--- config.mk ---
export PLATFORM = sky130hd
export DESIGN_NAME = proc_issue_arb_flat
export DESIGN_NICKNAME = d
export VERILOG_FILES = /design/src/rtl/proc_issue_arb_if.sv /design/src/rtl/proc_issue_arb.sv /design/src/flat_wrapper.sv
export SDC_FILE = /design/constraint.sdc
export NUM_CORES = 1
export LEC_CHECK = 0
export CAP_MARGIN = 20
export CORE_ASPECT_RATIO = 0.7
export CORE_MARGIN = 5
export CORE_UTILIZATION = 45
export CTS_CLUSTER_DIAMETER = 100
export DETAILED_ROUTE_END_ITERATION = 8
export GPL_ROUTABILITY_DRIVEN = 0
export PLACE_DENSITY = 0.75
export SLEW_MARGIN = 20
export SYNTH_ARGS = -nofsm -noshare
export SYNTH_HDL_FRONTEND = slang
export SYNTH_SLANG_ARGS = --single-unit
--- constraint.sdc ---
create_clock -name clk -period 2.15 [get_ports clk]
set_clock_uncertainty 0.1 [all_clocks]
set_input_delay 0.3225 -clock clk [delete_from_list [all_inputs] [get_ports clk]]
set_output_delay 0.3225 -clock clk [all_outputs]
set_load 0.05 [all_outputs]
--- src/rtl/proc_issue_arb_if.sv ---
// Issue-arbiter bundle: two requester queues feeding one processor command port.
// The slave modport is the arbiter's view; the master modport is the environment's view.
interface proc_issue_arb_if;
  logic       req0_valid;
  logic       req1_valid;
  logic       req0_ready;
  logic       req1_ready;
  logic [5:0] req0_instr;
  logic [5:0] req1_instr;
  logic [7:0] req0_data;
  logic [7:0] req1_data;
  logic       proc_w;
  logic [1:0] proc_F;
  logic [1:0] proc_Rx;
  logic [1:0] proc_Ry;
  logic [7:0] ext_data;
  logic       proc_done;
  logic       cmp_valid;
  logic       cmp_id;
  logic       busy;
  logic       err;

  modport slave (
    input  req0_valid, req1_valid, req0_instr, req1_instr, req0_data, req1_data,
    input  proc_done,
    output req0_ready, req1_ready,
    output proc_w, proc_F, proc_Rx, proc_Ry, ext_data,
    output cmp_valid, cmp_id, busy, err
  );

  modport master (
    output req0_valid, req1_valid, req0_instr, req1_instr, req0_data, req1_data,
    output proc_done,
    input  req0_ready, req1_ready,
    input  proc_w, proc_F, proc_Rx, proc_Ry, ext_data,
    input  cmp_valid, cmp_id, busy, err
  );
endinterface

--- src/rtl/proc_issue_arb.sv ---
// proc_issue_arb: two requesters, each with a 2-entry {instr,data} queue, share one
// processor. A round-robin grant pops one head into a command register, which is
// issued with a one-cycle proc_w, held through WAIT until proc_done, and followed
// by a one-cycle GAP. Completion is reported with cmp_valid/cmp_id.
// Optional feature: define PROC_ARB_TIMEOUT_EN to abort a WAIT after 15 cycles
// without proc_done, pulsing err instead of cmp_valid.
module proc_issue_arb (
  input  logic              clk,
  input  logic              rst,
  proc_issue_arb_if.slave   bus
);

  typedef enum logic [1:0] {IDLE, ISSUE, WAIT, GAP} state_e;

  state_e      state_q;
  state_e      state_d;

  logic [1:0]  req_valid;
  logic [5:0]  req_instr [2];
  logic [7:0]  req_data  [2];

  logic        ready_en;
  logic [13:0] fifo_mem  [2][2];
  logic [1:0]  fifo_cnt  [2];
  logic [1:0]  fifo_rd;
  logic [1:0]  fifo_wr;
  logic [13:0] fifo_head [2];
  logic [1:0]  fifo_ne;
  logic [1:0]  req_ready;
  logic [1:0]  push;
  logic [1:0]  pop;

  logic        grant_sel;
  logic        grant_en;
  logic        last_grant;
  logic        grant_q;
  logic [13:0] cmd_q;

  logic        issue_w;
  logic        busy_o;
  logic        done_hit;
  logic        timeout_hit;
  logic        cmp_valid_q;
  logic        err_q;

  assign req_valid    = {bus.req1_valid, bus.req0_valid};
  assign req_instr[0] = bus.req0_instr;
  assign req_instr[1] = bus.req1_instr;
  assign req_data[0]  = bus.req0_data;
  assign req_data[1]  = bus.req1_data;

  // Queue status, handshakes and head-of-queue view for both requesters
  always_comb begin
    for (int i = 0; i < 2; i++) begin
      fifo_ne[i]   = (fifo_cnt[i] != 2'd0);
      req_ready[i] = ready_en && (fifo_cnt[i] != 2'd2);
      push[i]      = req_valid[i] && req_ready[i];
      pop[i]       = grant_en && (grant_sel == i[0]);
      fifo_head[i] = fifo_mem[i][fifo_rd[i]];
    end
  end

  // Round-robin pick: on a tie the requester not granted last wins
  always_comb begin
    grant_sel = 1'b0;
    if (fifo_ne[0] && fifo_ne[1]) begin
      grant_sel = ~last_grant;
    end else begin
      grant_sel = fifo_ne[1];
    end
  end

  // Ready stays low during reset and rises on the first clock afterwards
  always_ff @(posedge clk or posedge rst) begin
    if (rst) begin
      ready_en <= 1'b0;
    end else begin
      ready_en <= 1'b1;
    end
  end

  // Queue pointers and occupancy; a push and pop together leave the count unchanged
  always_ff @(posedge clk or posedge rst) begin
    if (rst) begin
      for (int i = 0; i < 2; i++) begin
        fifo_cnt[i] <= 2'd0;
      end
      fifo_rd <= 2'b00;
      fifo_wr <= 2'b00;
    end else begin
      for (int i = 0; i < 2; i++) begin
        if (push[i]) begin
          fifo_wr[i] <= ~fifo_wr[i];
        end
        if (pop[i]) begin
          fifo_rd[i] <= ~fifo_rd[i];
        end
        fifo_cnt[i] <= fifo_cnt[i] + {1'b0, push[i]} - {1'b0, pop[i]};
      end
    end
  end

  // Queue storage needs no reset because occupancy gates every read
  always_ff @(posedge clk) begin
    for (int i = 0; i < 2; i++) begin
      if (push[i]) begin
        fifo_mem[i][fifo_wr[i]] <= {req_instr[i], req_data[i]};
      end
    end
  end

`ifdef PROC_ARB_TIMEOUT_EN
  logic [3:0] to_cnt;

  // Count WAIT cycles without proc_done; cleared while issuing so it starts at 0 in WAIT
  always_ff @(posedge clk or posedge rst) begin
    if (rst) begin
      to_cnt <= 4'd0;
    end else if (state_q == ISSUE) begin
      to_cnt <= 4'd0;
    end else if ((state_q == WAIT) && !bus.proc_done) begin
      to_cnt <= to_cnt + 4'd1;
    end
  end

  assign timeout_hit = (state_q == WAIT) && !bus.proc_done && (to_cnt == 4'd14);
`else
  assign timeout_hit = 1'b0;
`endif

  // State register
  always_ff @(posedge clk or posedge rst) begin
    if (rst) begin
      state_q <= IDLE;
    end else begin
      state_q <= state_d;
    end
  end

  // Next-state logic
  always_comb begin
    state_d = state_q;
    case (state_q)
      IDLE:    if (|fifo_ne) state_d = ISSUE;
      ISSUE:   state_d = WAIT;
      WAIT:    if (bus.proc_done || timeout_hit) state_d = GAP;
      GAP:     state_d = IDLE;
      default: state_d = IDLE;
    endcase
  end

  // State-decoded controls
  always_comb begin
    grant_en = (state_q == IDLE) && (|fifo_ne);
    issue_w  = (state_q == ISSUE);
    busy_o   = (state_q != IDLE);
    done_hit = (state_q == WAIT) && bus.proc_done;
  end

  // Command register and grant bookkeeping, loaded only at a grant
  always_ff @(posedge clk or posedge rst) begin
    if (rst) begin
      cmd_q      <= 14'd0;
      grant_q    <= 1'b0;
      last_grant <= 1'b1;
    end else if (grant_en) begin
      cmd_q      <= fifo_head[grant_sel];
      grant_q    <= grant_sel;
      last_grant <= grant_sel;
    end
  end

  // Completion and timeout pulses, registered so they land in the GAP cycle
  always_ff @(posedge clk or posedge rst) begin
    if (rst) begin
      cmp_valid_q <= 1'b0;
      err_q       <= 1'b0;
    end else begin
      cmp_valid_q <= done_hit;
      err_q       <= timeout_hit;
    end
  end

  assign bus.req0_ready = req_ready[0];
  assign bus.req1_ready = req_ready[1];
  assign bus.proc_w     = issue_w;
  assign bus.proc_F     = cmd_q[13:12];
  assign bus.proc_Rx    = cmd_q[11:10];
  assign bus.proc_Ry    = cmd_q[9:8];
  assign bus.ext_data   = cmd_q[7:0];
  assign bus.cmp_valid  = cmp_valid_q;
  assign bus.cmp_id     = grant_q;
  assign bus.busy       = busy_o;
  assign bus.err        = err_q;

endmodule
--- src/flat_wrapper.sv ---
// flat-port wrapper written by rule: the top's interface ports become plain ports
module proc_issue_arb_flat 
  (clk, rst, bus_req0_valid, bus_req1_valid, bus_req0_instr, bus_req1_instr, bus_req0_data, bus_req1_data, bus_proc_done, bus_req0_ready, bus_req1_ready, bus_proc_w, bus_proc_F, bus_proc_Rx, bus_proc_Ry, bus_ext_data, bus_cmp_valid, bus_cmp_id, bus_busy, bus_err);
  proc_issue_arb_if bus_i ();
  input  logic clk;
  input  logic rst;
  input wire logic [$bits(bus_i.req0_valid)-1:0] bus_req0_valid;
  input wire logic [$bits(bus_i.req1_valid)-1:0] bus_req1_valid;
  input wire logic [$bits(bus_i.req0_instr)-1:0] bus_req0_instr;
  input wire logic [$bits(bus_i.req1_instr)-1:0] bus_req1_instr;
  input wire logic [$bits(bus_i.req0_data)-1:0] bus_req0_data;
  input wire logic [$bits(bus_i.req1_data)-1:0] bus_req1_data;
  input wire logic [$bits(bus_i.proc_done)-1:0] bus_proc_done;
  output wire logic [$bits(bus_i.req0_ready)-1:0] bus_req0_ready;
  output wire logic [$bits(bus_i.req1_ready)-1:0] bus_req1_ready;
  output wire logic [$bits(bus_i.proc_w)-1:0] bus_proc_w;
  output wire logic [$bits(bus_i.proc_F)-1:0] bus_proc_F;
  output wire logic [$bits(bus_i.proc_Rx)-1:0] bus_proc_Rx;
  output wire logic [$bits(bus_i.proc_Ry)-1:0] bus_proc_Ry;
  output wire logic [$bits(bus_i.ext_data)-1:0] bus_ext_data;
  output wire logic [$bits(bus_i.cmp_valid)-1:0] bus_cmp_valid;
  output wire logic [$bits(bus_i.cmp_id)-1:0] bus_cmp_id;
  output wire logic [$bits(bus_i.busy)-1:0] bus_busy;
  output wire logic [$bits(bus_i.err)-1:0] bus_err;
  assign bus_i.req0_valid = bus_req0_valid;
  assign bus_i.req1_valid = bus_req1_valid;
  assign bus_i.req0_instr = bus_req0_instr;
  assign bus_i.req1_instr = bus_req1_instr;
  assign bus_i.req0_data = bus_req0_data;
  assign bus_i.req1_data = bus_req1_data;
  assign bus_i.proc_done = bus_proc_done;
  assign bus_req0_ready = bus_i.req0_ready;
  assign bus_req1_ready = bus_i.req1_ready;
  assign bus_proc_w = bus_i.proc_w;
  assign bus_proc_F = bus_i.proc_F;
  assign bus_proc_Rx = bus_i.proc_Rx;
  assign bus_proc_Ry = bus_i.proc_Ry;
  assign bus_ext_data = bus_i.ext_data;
  assign bus_cmp_valid = bus_i.cmp_valid;
  assign bus_cmp_id = bus_i.cmp_id;
  assign bus_busy = bus_i.busy;
  assign bus_err = bus_i.err;
  proc_issue_arb u_core (.clk(clk), .rst(rst), .bus(bus_i));
endmodule
After elaboration in Yosys (flattened, before gate mapping). Memories as Yosys holds them, arrays and structs flattened. Cells that the tools add are included.

Register bits after elaboration: 28. Bits in writable memories: 56. Input port bits: 33. Output and inout port bits: 21. Word-level logic and storage cells: 80. Memories kept: 1.

Memories: u_core.fifo_mem (words 2, width 28, rd ports 2, clocked after Yosys merged registers in 0, write ports 2, RTL line proc_issue_arb.sv:23) `logic [13:0] fifo_mem [2][2];`.

Add/sub/neg operators: 4. $lt $le $gt $ge: 7. Eq/ne operators: 7. Multiplexer cells: 21. Bitwise operators: 11. Reduce and logical (&&, ||, !) cells: 17.

Operator list (number): $mux 14 (11); $mux 28 (2); $demux 14 s1 (2); $logic_and 1x1->1 (11); $ge 2x2->1 const B (5); $not 1->2 (5); $pmux 2 s4 (1); $ne 2x2->1 const B (3); $not 1->1 (6); $reduce_bool 2->1 (3); $add 2x1->2 (2); $eq 2x2->1 const B (2); $lt 2x1->1 const B (2); $mux 2 (2); $sub 2x1->2 (2); $mux 1 (3); $eq 2x1->1 const B (1); $logic_not 2->1 (1); $ne 2x1->1 const B (1); $reduce_and 2->1 (1); $reduce_or 2->1 (1).

Logic depth before layout (Yosys ltp).
Word-level depth: 7. Gate-level depth with buffers: 10. Gate-level depth less buffers: 9.

Worst setup path before layout. Ideal clock, no wire load.

Path kind: register -> register. From: reg u_core.fifo_cnt[2] in the netlist's numbering. To: mem u_core.fifo_mem[0][0] in the netlist's numbering, enable pin. Setup time: 367 ps. Arrival: 2319 ps. Data required time: 1683 ps. Slack: -637 ps. Cell stages (with the launch flop): 4. Path buffers: 0. Clock period less this slack: 2787 ps. Cell sequence: dfrtp_1 inv_1 a21boi_0 and3_1.

RTL lines: from (decl) (RTL line proc_issue_arb.sv:24) `logic [1:0] fifo_cnt [2];`; from (signal, indexed assignment) (RTL line proc_issue_arb.sv:98) `fifo_cnt[i] <= fifo_cnt[i] + {1'b0, push[i]} - {1'b0, pop[i]};`; to (decl) (RTL line proc_issue_arb.sv:23).

Worst setup path in the final report.
From: reg u_core.state_q[0]. To: out bus_busy.

Cells in the longest elaborated chain, start to end: 1.

RTL lines: from (decl) (RTL line proc_issue_arb.sv:15) `state_e state_q;`; from (signal assigned) (RTL line proc_issue_arb.sv:136) `state_q <= state_d;`; $reduce_bool 2->1 (RTL line proc_issue_arb.sv:156) `busy_o = (state_q != IDLE);`; to (decl) (RTL line flat_wrapper.sv:23) `output wire logic [$bits(bus_i.busy)-1:0] bus_busy;`.

No other way between the ends.

==> impl_metrics.toml <==
[logic_synthesis]
ys_ff_latch = 84
synthCells = 201
syn_area_per_cell_um2 = 16.4
yosysTopAreaCellShare_pct = 51.0
ys_types = 27
synth.cell_area_mm2 = 0.00330
yosys.area.top_type = "edfxtp_1"
yosysWarnings = 0
seq_area_frac_synth_pct = 72.2
yosys-top-cells-area = "edfxtp_1 (51%), dfrtp_1 (20%), mux2i_1 (8.5%), o221ai_1 (3.7%), ha_1 (2.7%)"
syn-num-nets = 241

[worst_setup_path]
crit_required_ns = 1.73
critical_path_class = "reg2out"
crit_fanout = 4
arrival_ns = 1.56
endpoint_kind = "primary output"
startpoint_type = "register"

[power]
powerDensity_mw_per_mm2 = 1430
power_mw = 5.99
leakage_nw = 1.68
ir_worst_vdd_uv = 520

[cells_and_area]
fin_area_mm2 = 0.00419
layout.nets = 306
antenna_cells = 0
final_core_util_pct = 58.0
area_growth_pct = 26.9
n_fill_cell = 570
drive_gt1_share_pct = 14.0
instances_no_fill = 369

[clock_tree]
ctsResizeCount = 0
htree_levels = 3
max-clock-path-buffers = 2
cts_buffers = 9
root_buffer = "clkbuf_8"
cts_tree = "done"
cts.clk_slew.worst_paths_ns = 0.08
cts.sinks = 84
cts_setup_buffers = 0
cts_hold_buf = 0
clk_latency_ns = 0.34

[place]
post-dp-hpwl_um = 4420
place_ws_ns = 0.205
dp_cells = 353
portBuffers = 52
dpl_cell_area_mm2 = 0.00399

[worst_hold_path]
hold_path.class = "in2async"

[timing]
min_period_ns = 1.99
max_slew_margin_pct = 42.7
hold_slack_ns = 0.229
finalSetupViolCount = 0
report.final.hold_viol_count = 0
rsz0062_at_grt = "false"
layout_setup_ws_ns = 0.164
worst_pin_slew_ns = 0.857
slew_violations = 0
fin_tns_setup_ns = 0
fmax_mhz = 503
fin_crit_sh_pct = 92.4

[drt]
viasPerCell = 4.88
antenna_left = 0
dr_total_vias = 1802
routed_wl_um = 5990
drc = 0
drtPass1Iterations = 4
wl_per_cell_um = 16.2
drt-initial-drc-count = 98

[global_routing]
grt_pass1_wl_um = 9560
overflow = 0
use_met1_pct = 19.6
track_usage_pct = 14.1
grt_busiest_layer = "met2"
grt_pass1_vias = 1885
grt_max_degree = 29
use_met2_pct = 19.8
grt_use_met3_pct = 4.71
antenna_found_initial = 0

[die]
die_x_um = 112
start_util_pct = 45.7
core-area_mm2 = 0.00722
die_h_um = 81.6
ios = 54
row_count = 26
design.die.area_mm2 = 0.00917

[run]
max_cap_viol_count = 0

[run_status]
status = "complete, no violations"
critical path, stage by stage (launching register included):
cell     delay, ns
dfrtp_1       0.41
inv_1         0.09
ha_1          0.34
buf_4         0.19
inv_1         0.06
buf_12        0.14
synth_stat cells:
cell      count
o21ai_1       1
dfrtp_1      27
buf_6         1
inv_1        14
nand2_1      18
mux2_2        1
nor2_1        2
and2_1        1
mux2i_1      28
nor2b_1       1
o211ai_1      2
xnor2_1       8
nand3b_4      1
o41ai_4       1
and3_1        2
conb_1        2
nor2_2        1
a21boi_0      2
o221ai_1     14
o221ai_4      1
o22a_1        1
dfstp_2       1
ha_1          7
a41oi_1       1
buf_2         5
edfxtp_1     56
buf_4         2
routing by layer:
layer / wire, um / part of all wire [%]
met4: 156 / 2.6
met3: 352 / 5.9
met1: 2780 / 46
met5: 0 / 0
met2: 2700 / 45
power breakdown:
group          switching (mW)  leakage [nW]  internal, mW  total (mW)
Sequential              0.288         0.850          2.15        2.44
Combinational            1.47         0.730         0.996        2.46
Clock                   0.548         0.100         0.542        1.09
kinds of logic (layout without fill, tap and decap cells):
group / count (synthesis) / count (layout) / share of synthesized area (%)
AND/OR/NAND/NOR: 26 / 26 / 3.83
adder cells (fa/ha/maj): 7 / 7 / 2.65
multiplexers: 29 / 29 / 8.84
buffers and inverters: 22 / 92 / 3.15
other: 2 / 2 / 0.228
flip-flops: 84 / 84 / 72.2
AO/OA/AOI/OAI: 23 / 23 / 6.94
XOR/XNOR: 8 / 8 / 2.12
worst paths after layout:
check	from	cells after the start	endpoint	slack, ns
min reg2reg	u_core.bus.cmp_id	2	u_core.bus.cmp_id	0.38
max reg2reg	u_core.state_q[0]	9	u_core.fifo_cnt[3]	0.22
min in group clk	u_core.bus.cmp_id	2	u_core.bus.cmp_id	0.38
max	u_core.state_q[0]	5	bus_busy	0.16
max in group asynchronous	rst	3	u_core.last_grant	1.42
min	rst	3	u_core.fifo_wr[1]	0.23
cell type report:
class	instances	area (um^2)	share of cell area, %
repair buffers	62	611	14.6
inverters	14	52.6	1.26
clock inverters	7	73.8	1.76
multi-input cells	95	820	19.6
flip-flops and latches	84	2380	56.9
well taps	98	123	2.93
clock buffers	9	124	2.96
placed cells by master (no fill, tap or decap), types with 2 or more instances in the layout:
| master | n |
|---|---|
| o211ai_1 | 2 |
| nor2_1 | 2 |
| ha_1 | 7 |
| mux2i_1 | 28 |
| and3_1 | 2 |
| o221ai_1 | 14 |
| nand2_1 | 18 |
| clkinv_2 | 2 |
| clkbuf_8 | 9 |
| xnor2_1 | 8 |
| buf_4 | 12 |
| clkdlybuf4s50_1 | 48 |
| inv_6 | 2 |
| inv_1 | 14 |
| buf_12 | 2 |
| conb_1 | 2 |
| a21boi_2 | 2 |
| dfrtp_1 | 27 |
| edfxtp_1 | 56 |
registers in the layout, summed over array words and instances, names as in the netlist:
signal	count
u_core.fifo_mem	56
u_core.cmd_q	14
u_core.fifo_cnt	4
u_core.fifo_rd	2
u_core.fifo_wr	2
u_core.state_q	2
u_core.bus.cmp_id	1
u_core.bus.cmp_valid	1
u_core.last_grant	1
u_core.ready_en	1
(Power assumes the default switching activity.)
